--- config.mk ---
export PLATFORM = sky130hd
export DESIGN_NAME = gray_count_receiver
export DESIGN_NICKNAME = d
export VERILOG_FILES = /design/src/rtl/gray_pkg.sv /design/src/rtl/gray_sync_chain.sv /design/src/rtl/gray_count_receiver.sv
export SDC_FILE = /design/constraint.sdc
export NUM_CORES = 1
export LEC_CHECK = 0
export ABC_AREA = 1
export CAP_MARGIN = 10
export CORE_MARGIN = 10
export CORE_UTILIZATION = 57
export CTS_CLUSTER_DIAMETER = 30
export CTS_CLUSTER_SIZE = 25
export DETAILED_ROUTE_END_ITERATION = 10
export PLACE_DENSITY = 0.85
export RECOVER_POWER = 50
export SLEW_MARGIN = 20
export SYNTH_ARGS = -nofsm -noshare
export SYNTH_HDL_FRONTEND = slang
export SYNTH_HIERARCHICAL = 1
export SYNTH_SLANG_ARGS = --single-unit
--- constraint.sdc ---
create_clock -name CLK -period 7.4 [get_ports CLK]
set_clock_uncertainty 0.05 [all_clocks]
set_input_delay 1.48 -clock CLK [delete_from_list [all_inputs] [get_ports CLK]]
set_output_delay 1.48 -clock CLK [all_outputs]
set_load 0.01 [all_outputs]
--- src/rtl/gray_pkg.sv ---
`default_nettype none
// ============================================================================
// Module   : gray_pkg
// Brief    : Shared constants and Gray/binary helper functions for the Gray
//            count receiver. Functions work on GRAY_MAX_W-bit words; callers
//            zero-extend narrower values and truncate the result.
// Revision : 1.0 - initial release
// ============================================================================
package gray_pkg;

  // Widest counter the helpers support.
  localparam int GRAY_MAX_W    = 64;
  // Smallest synchronizer depth that gives metastability protection.
  localparam int GRAY_SYNC_MIN = 2;

  // Gray to binary: each binary bit is the XOR of all Gray bits at or above it.
  function automatic logic [GRAY_MAX_W-1:0] gray2bin(input logic [GRAY_MAX_W-1:0] g);
    logic [GRAY_MAX_W-1:0] b;
    b[GRAY_MAX_W-1] = g[GRAY_MAX_W-1];
    for (int i = GRAY_MAX_W - 2; i >= 0; i--) begin
      b[i] = b[i+1] ^ g[i];
    end
    return b;
  endfunction

  // Binary to Gray.
  function automatic logic [GRAY_MAX_W-1:0] bin2gray(input logic [GRAY_MAX_W-1:0] b);
    return b ^ (b >> 1);
  endfunction

  // Number of set bits.
  function automatic int unsigned popcount(input logic [GRAY_MAX_W-1:0] v);
    int unsigned n;
    n = 0;
    for (int i = 0; i < GRAY_MAX_W; i++) begin
      n = n + {31'd0, v[i]};
    end
    return n;
  endfunction

endpackage : gray_pkg
`default_nettype wire

--- src/rtl/gray_sync_chain.sv ---
`default_nettype none
// ============================================================================
// Module   : gray_sync_chain
// Brief    : Multi-flop synchronizer for a Gray-coded word crossing into CLK.
//            SYNC_STAGES must be at least gray_pkg::GRAY_SYNC_MIN (2..4).
// Revision : 1.0 - initial release
// ============================================================================
module gray_sync_chain #(
  parameter int WIDTH       = 16,
  parameter int SYNC_STAGES = 2
) (
  input  logic             CLK,
  input  logic             RST,
  input  logic [WIDTH-1:0] GRAY_I,
  output logic [WIDTH-1:0] GSYNC_O
);

  // Stage 0 is the only flop that sees the foreign-domain word.
  (* ASYNC_REG = "TRUE", DONT_TOUCH = "TRUE", SHREG_EXTRACT = "NO" *)
  logic [SYNC_STAGES-1:0][WIDTH-1:0] sync_q;
  logic [SYNC_STAGES-1:0][WIDTH-1:0] sync_d;

  // Shift the chain by one stage, new word entering at stage 0.
  always_comb begin
    sync_d    = sync_q;
    sync_d[0] = GRAY_I;
    for (int i = 1; i < SYNC_STAGES; i++) begin
      sync_d[i] = sync_q[i-1];
    end
  end

  // Chain registers; asynchronous clear so Gray(0) is seen right after reset.
  always_ff @(posedge CLK or posedge RST) begin
    if (RST) begin
      sync_q <= '0;
    end else begin
      sync_q <= sync_d;
    end
  end

  assign GSYNC_O = sync_q[SYNC_STAGES-1];

endmodule : gray_sync_chain
`default_nettype wire

--- src/rtl/gray_count_receiver.sv ---
`default_nettype none
// ============================================================================
// Module   : gray_count_receiver
// Brief    : Synchronizes a foreign-domain Gray counter, converts it to
//            binary, reports the increment since the last update and, when
//            GRAY_RX_ERR_CHECK_EN is defined, flags multi-bit Gray steps.
// Revision : 1.0 - initial release
// ============================================================================
module gray_count_receiver
  import gray_pkg::*;
#(
  parameter int WIDTH       = 16,
  parameter int SYNC_STAGES = 2
) (
  input  logic             CLK,
  input  logic             RST,
  input  logic [WIDTH-1:0] GRAY_I,
  input  logic             CLR,
  output logic [WIDTH-1:0] BIN_O,
  output logic [WIDTH-1:0] DELTA_O,
  output logic             UPDATE_O,
  output logic             ERR_O
);

  logic [WIDTH-1:0] gsync;
  logic [WIDTH-1:0] conv;
  logic [WIDTH-1:0] bin_q,   bin_d;
  logic [WIDTH-1:0] delta_q, delta_d;
  logic             update_q, update_d;

  gray_sync_chain #(
    .WIDTH       (WIDTH),
    .SYNC_STAGES (SYNC_STAGES)
  ) u_sync (
    .CLK     (CLK),
    .RST     (RST),
    .GRAY_I  (GRAY_I),
    .GSYNC_O (gsync)
  );

  // Convert the synchronized word and derive update pulse and delta.
  // An update overrides a coincident CLR so no increment is ever lost.
  always_comb begin
    conv     = WIDTH'(gray2bin(GRAY_MAX_W'(gsync)));
    bin_d    = conv;
    update_d = (conv != bin_q);
    delta_d  = delta_q;
    if (CLR) begin
      delta_d = '0;
    end
    if (update_d) begin
      delta_d = conv - bin_q;
    end
  end

  // Output registers.
  always_ff @(posedge CLK or posedge RST) begin
    if (RST) begin
      bin_q    <= '0;
      delta_q  <= '0;
      update_q <= 1'b0;
    end else begin
      bin_q    <= bin_d;
      delta_q  <= delta_d;
      update_q <= update_d;
    end
  end

  assign BIN_O    = bin_q;
  assign DELTA_O  = delta_q;
  assign UPDATE_O = update_q;

`ifdef GRAY_RX_ERR_CHECK_EN
  logic [WIDTH-1:0] gprev_q, gprev_d;
  logic             err_q,   err_d;

  // Sticky error: a legal Gray step flips at most one bit; set beats CLR.
  always_comb begin
    gprev_d = gsync;
    err_d   = err_q;
    if (CLR) begin
      err_d = 1'b0;
    end
    if (popcount(GRAY_MAX_W'(gsync ^ gprev_q)) > 1) begin
      err_d = 1'b1;
    end
  end

  // Previous synchronized word and error flag.
  always_ff @(posedge CLK or posedge RST) begin
    if (RST) begin
      gprev_q <= '0;
      err_q   <= 1'b0;
    end else begin
      gprev_q <= gprev_d;
      err_q   <= err_d;
    end
  end

  assign ERR_O = err_q;
`else
  assign ERR_O = 1'b0;
`endif

endmodule : gray_count_receiver
`default_nettype wire
# After elaboration in Yosys (flattened, before gate mapping)
# Index checks and enable logic that the tools add are counted.
# Widths: inputs -> output; s select.
# classes
add_sub_neg	1
multipliers	0
div	0
order_cmp	0
eq_ne	1
shift	0
mux	2
bitwise_logic	15
n_reduce_logical	1
# op_table
op	n
$mux 16	2
$ne 16x16->1	1
$sub 16x16->16	1
$xor 1x1->1	15
$reduce_bool 2->1	1
# word_totals
ff_bits	65
latch_bits	0
mem_bits_rw	0
rom_bits	0
input_bits	19
word_cells	25
n_memories	0

# Longest topological paths before layout
# depth
word_depth	17
ltp_mapped	39
depth_no_buf	38

# By module
# Netlist, hierarchy kept.
# by_module_without_submodules
mod	n_inst	cells_each	area_per_inst_um2	seq_area_each_um2
gray_count_receiver	1	268	2167.1	825.8
gray_sync_chain	1	49	924.6	800.8

# Worst setup path before layout
# Ideal clock, no wire load.
# synth_path
kind	flip-flop to flip-flop
startpoint	register u_sync.sync_q (netlist bit u_sync/GSYNC_O[14])
endpoint	register delta_q[15] (netlist: DELTA_O[15])
setup_time_ns	0.076
arrival_time_ns	3.955
required_ns	7.274
setup_slack_ns	3.318
stages_incl_launch_ff	37
path_buffers	1
period_less_slack_ns	4.082
cell_sequence	dfrtp_1 > buf_4 > inv_1 > nand2_1 > nand3_2 > nand2_1 > nand2_2 > nand3_1 > nand3_1 > nand3_2 > nand2_2 > nand2_2 > nand3_1 > nand3_2 > nand3_2 > nand2_2 > nand2_2 > nand3_2 > nand3_2 > nand2_2 > nand2_2 > nand2_1 > ha_1 > nand2_1 > o21ai_1 > nand2_1 > nand2_1 > a21oi_1 > inv_2 > a21oi_1 > o21bai_1 > a21oi_1 > o21ai_1 > a21boi_1 > o21ai_1 > xor2_1 > o21ai_1
# synth_via
elab_chain_cells	17
# synth_lines
element	line_no	source
from (decl)	gray_sync_chain.sv:20	logic [SYNC_STAGES-1:0][WIDTH-1:0] sync_q;
from (signal assigned)	gray_sync_chain.sv:37	sync_q <= sync_d;
$xor 1x1->1 * (6 in a row)	gray_pkg.sv:21	b[i] = b[i+1] ^ g[i];
net bin_d[9]	gray_count_receiver.sv:27	logic [WIDTH-1:0] bin_q, bin_d;
$xor 1x1->1 * (4 in a row)	gray_pkg.sv:21	
net bin_d[5]	gray_count_receiver.sv:27	
$xor 1x1->1 * (3 in a row)	gray_pkg.sv:21	
net bin_d[2]	gray_count_receiver.sv:27	
$xor 1x1->1 *	gray_pkg.sv:21	
net bin_d[1]	gray_count_receiver.sv:27	
$xor 1x1->1	gray_pkg.sv:21	
$sub 16x16->16 / $ne 16x16->1 (equally long branches)	gray_count_receiver.sv:52, gray_count_receiver.sv:46	
$mux 16 / $reduce_bool 2->1 (equally long branches)	n/a	
to (signal assigned)	gray_count_receiver.sv:64	delta_q <= delta_d;
to (decl)	gray_count_receiver.sv:28	logic [WIDTH-1:0] delta_q, delta_d;
# The timed path passes the listed nets; every way through them passes the cells marked *.
# A chain may end at the register's enable or synchronous reset.

# Final worst setup path
# layout_path
startpoint	register u_sync.sync_q (netlist bit u_sync/GSYNC_O[15])
endpoint	register delta_q[15] (netlist: DELTA_O[15])
# layout_via
elab_chain_cells	17
# layout_lines
element	line_no
$xor 1x1->1 * (4 in a row)	gray_pkg.sv:21
net bin_d[11]	gray_count_receiver.sv:27
$xor 1x1->1 * (2 in a row)	gray_pkg.sv:21
net bin_d[9]	gray_count_receiver.sv:27
$xor 1x1->1 *	gray_pkg.sv:21
net bin_d[8]	gray_count_receiver.sv:27
$xor 1x1->1 * (3 in a row)	gray_pkg.sv:21
net bin_d[5]	gray_count_receiver.sv:27
$xor 1x1->1 * (3 in a row)	gray_pkg.sv:21
net bin_d[2]	gray_count_receiver.sv:27
$xor 1x1->1 *	gray_pkg.sv:21
net bin_d[1]	gray_count_receiver.sv:27
$xor 1x1->1	gray_pkg.sv:21
$sub 16x16->16 / $ne 16x16->1 (equally long branches)	gray_count_receiver.sv:52, gray_count_receiver.sv:46
$mux 16 / $reduce_bool 2->1 (equally long branches)	n/a
# Marked as above.

==> results.sh <==
export IMPL_slowest_delay_ps=430
export IMPL_synth_seq_cells=65
export IMPL_viasPerCell=5.13
export IMPL_outcome="complete, but fails checks"
export IMPL_post_cts_buffers=0
export IMPL_cpLargestDelayFamily="simple AND/OR/NAND/NOR gates"
export IMPL_final_cell_mix="65 x dfrtp_1, 59 x nand2_1, 43 x inv_1, 34 x clkdlybuf4s50_1, 33 x nand3_1"
export IMPL_period_needed_ps=4810
export IMPL_cts_max_level=3
export IMPL_clock_path_buffers=2
export IMPL_drive_gt1_share_pct=10.4
export IMPL_syn_nets=353
export IMPL_finalSetupViolations=0
export IMPL_syn_to_final_growth_pct=21.1
export IMPL_peakVddDrop_v=0.000144
export IMPL_clk_latency_ps=330
export IMPL_fin_crit_sh_pct=65.0
export IMPL_fin_nets=398
export IMPL_antennaDiodeCount=0
export IMPL_ant_nets=0
export IMPL_die_w_um=93.7
export IMPL_power_per_cell_area_nw_per_um2=300
export IMPL_place_gp_congestion=0.874
export IMPL_gr_total_overflow=0
export IMPL_violations="capacitance limit, slew limit"
export IMPL_tightest_slew_ps=1650
export IMPL_slowest_stage="dfrtp_1"
export IMPL_fmax_mhz=208
export IMPL_arrival_ps=5020
export IMPL_drc_errors=0
export IMPL_cts_buffers=9
export IMPL_core_region_area_um2=5170
export IMPL_critical_path_class="reg2reg"
export IMPL_grt_util_all_layers_pct=14.1
export IMPL_max_slew_margin_pct=-9.98
export IMPL_critPathLaunchType="flip-flop"
export IMPL_fin_area_um2=3740
export IMPL_critPathBufInv=2
export IMPL_grt_first_pass_wirelength_um=9890
export IMPL_cts_tree="yes"
export IMPL_cellLeakagePower_nw=1.83
export IMPL_yosys_warnings=6
export IMPL_hold_viol_final=0
export IMPL_rsz0062_at_grt="no"
export IMPL_drv_slew=34
export IMPL_antenna_found_initial=0
export IMPL_grt_pass1_vias=2238
export IMPL_dr_pass1_iters=4
export IMPL_worstPathMaxFanout=5
export IMPL_ys_seq_area_share_pct=52.6
export IMPL_grt_max_degree=34
export IMPL_post_cts_resized=0
export IMPL_r2r_setup_slack_ps=2590
export IMPL_io_pins=53
export IMPL_wire_per_inst_um=13.4
export IMPL_drtIter0Drc=103
export IMPL_cts_hold_buf=0
export IMPL_synth_cells=317
export IMPL_dpl_cell_area_um2=3570
export IMPL_critPathRequiredTime_ps=7610
export IMPL_rows=26
export IMPL_start_util_pct=59.8
export IMPL_dieArea_um2=8770
export IMPL_synth_cell_types=27
export IMPL_utilization_pct=72.4
export IMPL_fin_setup_tns_ps=0
export IMPL_vias=2242
export IMPL_die_h_um=93.7
export IMPL_drv_cap=1
export IMPL_cts_root_buf="clkbuf_8"
export IMPL_worstSetupEndpointType="flip-flop"
export IMPL_syn_cell_area_um2=3090
export IMPL_layout_commonest_cell="dfrtp_1"
export IMPL_cts_sinks=65
export IMPL_clk_pin_slew_ps=70
export IMPL_critPathMostFrequentCell="nand2_1"
export IMPL_hold_class="reg2reg"
export IMPL_dp_final_hpwl_um=4540
export IMPL_syn_avg_cell_area_um2=9.75
export IMPL_io_buffers=51
export IMPL_drt_total_wl_um=5850
[sequential cells by signal, indices dropped and copies added (netlist names)]
name,flops
u_sync/sync_q,16
UPDATE_O,1
BIN_O,16
DELTA_O,16
u_sync/GSYNC_O,16
[cells by family after synthesis]
kind of cell / count (synthesis) / synth area share [%]
and+or+nand+nor: 124 / 20.8
xor gates and xnor gates: 10 / 2.83
AOI/OAI and AO/OA: 38 / 6.92
buffers and inverters: 62 / 9.59
DFF: 65 / 52.6
other: 1 / 0.121
adders and majority gates: 17 / 7.12
[metal layers]
| layer | GRT usage [%] | vias to the layer above | routed length (um) |
|---|---|---|---|
| met5 | 0 | - | 0 |
| met4 | 7.85 | 0 | 156 |
| met3 | 3.76 | 13 | 355 |
| met2 | 23.7 | 65 | 2880 |
| met1 | 16.1 | 1055 | 2450 |
| li1 | - | 1109 | - |
[power by group]
group / leakage [nW] / internal (mW) / switching, mW
registers: 0.756 / 0.415 / 0.0321
clock network: 0.106 / 0.188 / 0.129
logic: 0.968 / 0.178 / 0.182
total: 1.83 / 0.781 / 0.342
[per-stage QoR]
step	instances	hold WS [ps]	worst slack (ps)	power, mW
after floorplan	317	281	3320	0.664
after global routing	437	306	2060	1.20
after global placement	421	281	3120	0.807
after detailed placement	421	286	2870	0.819
after CTS	437	301	2850	1.14
final	437	297	2590	1.12
[final timing paths]
check / start / to / cells past startpoint
worst max-delay path: u_sync/GSYNC_O[15]$_DFF_PP0_ / DELTA_O[15]$_DFFE_PP0P_ / 37
worst min-delay path: u_sync/sync_q[10]$_DFF_PP0_ / u_sync/GSYNC_O[10]$_DFF_PP0_ / 0
worst max register to register: u_sync/GSYNC_O[15]$_DFF_PP0_ / DELTA_O[15]$_DFFE_PP0P_ / 37
worst min register to register: u_sync/sync_q[10]$_DFF_PP0_ / u_sync/GSYNC_O[10]$_DFF_PP0_ / 0
max in group asynchronous: RST / BIN_O[2]$_DFF_PP0_ / 3
min in group asynchronous: RST / u_sync/GSYNC_O[15]$_DFF_PP0_ / 2
[worst register-to-register path: cells and delay by family (launching register included)]
family / cells / cell delay [ps]
AO/OA/AOI/OAI: 9 / 1320
adder cells (fa/ha/maj): 1 / 300
XOR/XNOR: 1 / 150
flip-flops: 1 / 430
buffers and inverters: 2 / 130
AND/OR/NAND/NOR: 24 / 2400
[synth_stat cells, drive strengths merged]
library cell,n,area (um2)
clkbuf,1,3.75
o21ai,17,85.1
o21bai,1,7.51
nor4,1,6.26
nor4b,1,8.76
nand3,44,290
nor2,6,22.5
xor2,6,52.6
xnor2,4,35.0
or2,3,18.8
dfrtp,65,1630
a32o,3,30.0
inv,44,165
a21oi,15,75.1
a21boi,1,7.51
fa,1,20.0
a22o,1,8.76
conb,1,3.75
buf,17,128
nand2,69,297
ha,16,200
[layout make-up]
type | count | area (um2)
well taps | 70 | 87.6
repair buffers | 52 | 514
flip-flops and latches | 65 | 1630
clock inverters | 6 | 82.6
clock buffers | 10 | 128
fillers | 384 | 1430
multi-input cells | 190 | 1140
inverters | 44 | 165
Note: power is estimated with default switching activity, not from simulation.
